$ cat src/rtl/uart_rx_pkg.sv
// Shared definitions for the UART receive path: FSM state encoding,
// default line settings and the baud divider calculation.
package uart_rx_pkg;

  localparam int unsigned DEF_CLK_HZ     = 100_000_000;
  localparam int unsigned DEF_BAUD       = 115_200;
  localparam int unsigned DEF_OVERSAMPLE = 16;

  typedef enum logic [2:0] {
    ST_IDLE  = 3'd0,
    ST_START = 3'd1,
    ST_DATA  = 3'd2,
    ST_STOP  = 3'd3,
    ST_BREAK = 3'd4
  } rx_state_e;

  // Clocks per oversample tick, rounded to nearest.
  function automatic int unsigned calc_div(input int unsigned clk_hz,
                                           input int unsigned baud,
                                           input int unsigned os);
    return (clk_hz + (baud * os) / 2) / (baud * os);
  endfunction

endpackage

$ cat src/rtl/uart_baud_tick.sv
// Free-running 0..DIV-1 counter producing a one-cycle tick on wrap;
// clr restarts the count so the first tick lands DIV clocks later.
module uart_baud_tick #(
  parameter int unsigned DIV = 54
) (
  input  logic clk,
  input  logic rst,
  input  logic clr,
  output logic tick
);

  localparam int CW = (DIV > 1) ? $clog2(DIV) : 1;

  logic [CW-1:0] cnt_q, cnt_d;

  assign tick = (cnt_q == CW'(DIV - 1));

  always_comb begin
    // NOTE: default assignment first, so every path drives cnt_d and no latch is inferred.
    cnt_d = cnt_q + CW'(1);
    if (clr || tick) cnt_d = '0;
  end

  // NOTE: non-blocking assignments in clocked blocks, so every flop samples pre-edge values.
  always_ff @(posedge clk or negedge rst) begin
    if (!rst) cnt_q <= '0;
    else      cnt_q <= cnt_d;
  end

endmodule

$ cat src/rtl/uart_rx.sv
// 8N1 UART receiver: synchroniser, oversampled 3-point majority vote,
// frame FSM and a level-valid/ack output register with error pulses.
module uart_rx
  import uart_rx_pkg::*;
#(
  parameter int unsigned CLK_HZ     = DEF_CLK_HZ,
  parameter int unsigned BAUD       = DEF_BAUD,
  parameter int unsigned OVERSAMPLE = DEF_OVERSAMPLE
) (
  input  logic       clk,
  input  logic       rst,
  input  logic       rx_pin,
  output logic [7:0] rx_data,
  output logic       rx_valid,
  input  logic       rx_ack,
  output logic       rx_busy,
  output logic       rx_frame_err,
  output logic       rx_overrun
);

  localparam int unsigned DIV = calc_div(CLK_HZ, BAUD, OVERSAMPLE);
  localparam int          SW  = $clog2(OVERSAMPLE);

  localparam logic [SW-1:0] IDX_LO  = SW'(OVERSAMPLE / 2 - 1);
  localparam logic [SW-1:0] IDX_MID = SW'(OVERSAMPLE / 2);
  localparam logic [SW-1:0] IDX_HI  = SW'(OVERSAMPLE / 2 + 1);
  localparam logic [SW-1:0] IDX_END = SW'(OVERSAMPLE - 1);

  logic [2:0]    sync_q, sync_d;
  rx_state_e     state_q, state_d;
  logic [SW-1:0] samp_q, samp_d;
  logic [2:0]    bit_idx_q, bit_idx_d;
  logic [7:0]    shreg_q, shreg_d;
  logic          smp_lo_q, smp_lo_d;
  logic          smp_mid_q, smp_mid_d;
  logic [7:0]    rx_data_q, rx_data_d;
  logic          rx_valid_q, rx_valid_d;
  logic          frame_err_q, frame_err_d;
  logic          overrun_q, overrun_d;

  logic line, fall, tick, start_go, mid_tick, end_tick, vote;

  // sync_q[1] is the synchronised line; sync_q[2] only exists for edge detect.
  assign sync_d   = {sync_q[1:0], rx_pin};
  assign line     = sync_q[1];
  assign fall     = sync_q[2] & ~sync_q[1];
  assign start_go = (state_q == ST_IDLE) && fall;
  assign mid_tick = tick && (samp_q == IDX_HI);
  assign end_tick = tick && (samp_q == IDX_END);
  // Third sample is taken live at the mid_tick instant.
  assign vote     = (smp_lo_q & smp_mid_q) | (smp_lo_q & line) | (smp_mid_q & line);

  uart_baud_tick #(.DIV(DIV)) u_baud_tick (
    .clk  (clk),
    .rst  (rst),
    .clr  (start_go),
    .tick (tick)
  );

  always_ff @(posedge clk or negedge rst) begin
    if (!rst) state_q <= ST_IDLE;
    else      state_q <= state_d;
  end

  always_comb begin
    state_d = state_q;
    unique case (state_q)
      ST_IDLE:  if (fall) state_d = ST_START;
      ST_START: begin
        if (mid_tick && vote) state_d = ST_IDLE;
        else if (end_tick)    state_d = ST_DATA;
      end
      ST_DATA:  if (end_tick && bit_idx_q == 3'd7) state_d = ST_STOP;
      // Decide at mid-stop so a back-to-back start edge is not missed.
      ST_STOP:  if (mid_tick) state_d = vote ? ST_IDLE : ST_BREAK;
      ST_BREAK: if (line) state_d = ST_IDLE;
      default:  state_d = ST_IDLE;
    endcase
  end

  always_comb begin
    samp_d      = samp_q;
    bit_idx_d   = bit_idx_q;
    shreg_d     = shreg_q;
    smp_lo_d    = smp_lo_q;
    smp_mid_d   = smp_mid_q;
    rx_data_d   = rx_data_q;
    rx_valid_d  = rx_valid_q && !rx_ack;
    frame_err_d = 1'b0;
    overrun_d   = 1'b0;

    if (start_go) begin
      samp_d = '0;
    end else if (tick && state_q != ST_IDLE) begin
      samp_d = (samp_q == IDX_END) ? '0 : samp_q + SW'(1);
    end

    if (tick && samp_q == IDX_LO)  smp_lo_d  = line;
    if (tick && samp_q == IDX_MID) smp_mid_d = line;

    unique case (state_q)
      ST_START: if (end_tick) bit_idx_d = 3'd0;
      ST_DATA: begin
        if (mid_tick) shreg_d   = {vote, shreg_q[7:1]};
        if (end_tick) bit_idx_d = bit_idx_q + 3'd1;
      end
      ST_STOP: begin
        if (mid_tick) begin
          if (vote) begin
            // A store in the same cycle as an ack wins and is not an overrun.
            rx_data_d  = shreg_q;
            rx_valid_d = 1'b1;
            overrun_d  = rx_valid_q && !rx_ack;
          end else begin
            frame_err_d = 1'b1;
          end
        end
      end
      default: ;
    endcase
  end

  // NOTE: the synchroniser resets to 1 (idle line) so reset release never fakes a start edge.
  always_ff @(posedge clk or negedge rst) begin
    if (!rst) sync_q <= 3'b111;
    else      sync_q <= sync_d;
  end

  always_ff @(posedge clk or negedge rst) begin
    if (!rst) begin
      samp_q      <= '0;
      bit_idx_q   <= 3'd0;
      shreg_q     <= 8'h00;
      smp_lo_q    <= 1'b1;
      smp_mid_q   <= 1'b1;
      rx_data_q   <= 8'h00;
      rx_valid_q  <= 1'b0;
      frame_err_q <= 1'b0;
      overrun_q   <= 1'b0;
    end else begin
      samp_q      <= samp_d;
      bit_idx_q   <= bit_idx_d;
      shreg_q     <= shreg_d;
      smp_lo_q    <= smp_lo_d;
      smp_mid_q   <= smp_mid_d;
      rx_data_q   <= rx_data_d;
      rx_valid_q  <= rx_valid_d;
      frame_err_q <= frame_err_d;
      overrun_q   <= overrun_d;
    end
  end

  assign rx_data      = rx_data_q;
  assign rx_valid     = rx_valid_q;
  assign rx_busy      = (state_q != ST_IDLE);
  assign rx_frame_err = frame_err_q;
  assign rx_overrun   = overrun_q;

endmodule

$ cat config.mk
export PLATFORM = sky130hd
export DESIGN_NAME = uart_rx
export DESIGN_NICKNAME = d
export VERILOG_FILES = /design/src/rtl/uart_rx_pkg.sv /design/src/rtl/uart_baud_tick.sv /design/src/rtl/uart_rx.sv
export SDC_FILE = /design/constraint.sdc
export NUM_CORES = 1
export LEC_CHECK = 0
export ABC_AREA = 0
export CAP_MARGIN = 20
export CORE_ASPECT_RATIO = 0.5
export CORE_MARGIN = 2
export CORE_UTILIZATION = 60
export DETAILED_ROUTE_END_ITERATION = 16
export GPL_TIMING_DRIVEN = 1
export PLACE_DENSITY = 0.82
export REMOVE_ABC_BUFFERS = 1
export SYNTH_ARGS = -nofsm -noshare
export SYNTH_HDL_FRONTEND = slang
export SYNTH_HIERARCHICAL = 1
export SYNTH_SLANG_ARGS = --single-unit
$ cat constraint.sdc
create_clock -name clk -period 5 [get_ports clk]
set_clock_uncertainty 0.15 [all_clocks]
set_input_delay 0.75 -clock clk [delete_from_list [all_inputs] [get_ports clk]]
set_output_delay 0.75 -clock clk [all_outputs]
set_load 0.005 [all_outputs]
==> metrics.md <==
| Metric | Value |
|---|---|
| Row count | `14` |
| TritonCTS buffer count | `5` |
| Synth Register Bits | `40` |
| Slew headroom | `43.9%` |
| Overflow after GRT | `0` |
| Starting Density | `61.8%` |
| Clock Tree Buf Depth | `2` |
| Postcts setup bufs | `0` |
| DR vias | `1,181` |
| Setup TNS | `0 ps` |
| Die H | `43.1 um` |
| Post-route clock period utilization | `54.1%` |
| Static leakage | `0.000958 uW` |
| Unique cell type count in the Yosys netlist | `42` |
| CP endpoint kind | `output port` |
| Die width | `82.1 um` |
| Worst Path Arrival | `1800 ps` |
| Crit path launch type | `flip-flop` |
| Worst Max-Slew Pin Slew | `841 ps` |
| Peak VDD IR | `0.000220 V` |
| Final hold violation count | `0` |
| Hold Crit Class | `flip-flop to flip-flop` |
| Clock Sinks | `40` |
| PwrDens | `359 nW/um^2` |
| Drt pass-1 iters | `4` |
| Cts repair resizes | `0` |
| Register area share after synthesis | `55.0%` |
| Ports | `16` |
| Cell Area, Synth | `1830 um^2` |
| Post-Route WL | `3.00 mm` |
| Commonest non-fill, non-tap cell in the layout | `dfrtp_1` |
| CP max FO | `13` |
| Fin crit period | `2700 ps` |
| ANT nets after route | `0` |
| Core area | `2960 um^2` |
| Area grow syn2layout | `15.7%` |
| Yosys top cell by area | `dfrtp_1` |
| Yosys warns | `6` |
| Critical path data required time | `4100 ps` |
| Detailed placement HPWL | `2.10 mm` |
| GRT Overall Usage | `20.0%` |
| Status | `completed` |
| Clk slew on worst S/H paths | `70 ps` |
| First-pass GRT wire length | `5.22 mm` |
| Max cap viols | `0` |
| Post-CTS Hold Fix Bufs | `0` |
| FMAX | `370 MHz` |
| DRC viols | `0` |
| Pwr Total | `761 uW` |
| Share of cells above drive strength 1 | `21.7%` |
| CTS root buffer | `clkbuf_8` |
| Fin nets | `176` |
| CTS tree | `yes` |
| Commonest cells after routing, fill and taps aside | `dfrtp_1, mux2_2, clkdlybuf4s50_1, inv_1, nor2_1` |
| Antenna cells | `0` |
| Synthesized area per cell | `12.3 um^2` |
| Most area-consuming cells after synthesis | `dfrtp_1, mux2_2, dfstp_2` |
| Vias in the first global route | `1,172` |
| WL per Instance | `14.5 um` |
| Initial DRC Count | `98` |
| Vias per cell | `5.73` |
| Fill count | `193` |
| Final setup violation count | `0` |
| Max-slew violations | `0` |
| Cells after synthesis | `149` |
| # port buffers | `15` |
| Synth top area share | `47.8%` |
| H-tree depth | `2` |
| Die footprint | `3540 um^2` |
| Largest net degree at the start of global routing | `41` |
| Worst-skew pair later-pin latency | `280 ps` |
| Placer Congestion | `0.910` |
| Initial antenna violation count | `0` |
| Kind of critical path | `flip-flop to output port` |
| Unrepaired setup endpoints after global routing | `false` |
-- critical path: stages, from the launching register on --
cell and delay [ps]:
dfrtp_1 510, or3_1 530, clkdlybuf4s50_1 490
-- area by class of cell --
class,count,area (um^2),area share [%]
Multi-Input combinational cell,95,759,35.9
Sequential cell,40,1010,47.5
Inverter,8,30.0,1.42
Clock buffer,7,96.3,4.55
Clock inverter,1,30.0,1.42
Timing Repair Buffer,15,145,6.85
Tap cell,40,50.0,2.36
-- path summary, 6_finish.rpt --
path | slack, ps | depth (start not counted) | startpoint | to
hold reg to reg | 210 | 0 | sync_q[0] | sync_q[1]
max in group asynchronous | 3750 | 1 | rst | samp_q[3]
hold / removal | 210 | 0 | sync_q[0] | sync_q[1]
setup reg to reg | 2780 | 5 | u_baud_tick/cnt_q[2] | bit_idx_q[0]
setup / recovery | 2300 | 2 | state_q[2] | rx_busy
min in group asynchronous | 420 | 1 | rst | rx_valid
-- state kept, by name (all words and copies together) (netlist names) --
name               cells
samp_q                 4
rx_data                8
u_baud_tick/cnt_q      6
shreg_q                8
smp_lo_q               1
sync_q                 3
rx_overrun             1
rx_valid               1
smp_mid_q              1
state_q                3
bit_idx_q              3
rx_frame_err           1
-- through the flow --
step / hold WS, ps / area [um^2] / instances / worst slack, ps / util (%)
after floorplan: 195 / 1800 / 143 / 3070 / -
after global placement: 195 / 1990 / 198 / 2650 / 67.3
after detailed placement: 199 / 1990 / 198 / 2620 / 67.3
after CTS: 209 / 2120 / 206 / 2300 / 71.6
after global routing: 216 / 2120 / 206 / 2220 / 71.6
final: 208 / 2120 / 206 / 2300 / 71.6
-- cell usage after synthesis --
| cell type | n |
|---|---|
| a21o_1 | 1 |
| a21oi_1 | 2 |
| a21oi_2 | 1 |
| a311oi_1 | 1 |
| a31o_2 | 1 |
| a32o_1 | 2 |
| a41o_1 | 1 |
| and2_1 | 1 |
| and4_1 | 1 |
| and4b_1 | 1 |
| buf_2 | 3 |
| buf_6 | 1 |
| clkbuf_1 | 2 |
| dfrtp_1 | 35 |
| dfstp_2 | 5 |
| ha_1 | 7 |
| inv_1 | 8 |
| maj3_1 | 1 |
| mux2_2 | 16 |
| nand2_1 | 7 |
| nand2b_1 | 2 |
| nand3_1 | 4 |
| nand3_2 | 2 |
| nand4_1 | 1 |
| nand4_4 | 1 |
| nand4b_1 | 3 |
| nor2_1 | 8 |
| nor2b_1 | 2 |
| nor3_1 | 1 |
| nor4_1 | 1 |
| o211ai_1 | 3 |
| o21a_1 | 1 |
| o21ai_0 | 6 |
| o22a_1 | 1 |
| o311ai_0 | 1 |
| o311ai_1 | 1 |
| o31ai_1 | 4 |
| o41ai_1 | 2 |
| or3_1 | 4 |
| or3_4 | 1 |
| xnor2_1 | 1 |
| xor2_1 | 2 |
-- power by group --
group,internal [uW],switching [uW]
Sequential,354,34.3
Clock,176,102
Combinational,43.0,51.7
Total,573,188
-- layer usage --
layer  share of wire [%]  GRT usage (%)
met1                  49           26.4
met2                  46           31.2
met3                 4.7           7.66
met4                0.50           5.67
met5                   0              0
-- logic make-up after synthesis --
| family | count (synthesis) | synth area share, % |
|---|---|---|
| and+or+nand+nor | 40 | 13.5 |
| buffers and inverters | 14 | 3.49 |
| DFF | 40 | 55.0 |
| xor gates and xnor gates | 3 | 1.44 |
| adders and majority gates | 8 | 5.33 |
| AOI/OAI and AO/OA | 28 | 11.3 |
| muxes | 16 | 9.84 |
Note: power is estimated with default switching activity, not from simulation.
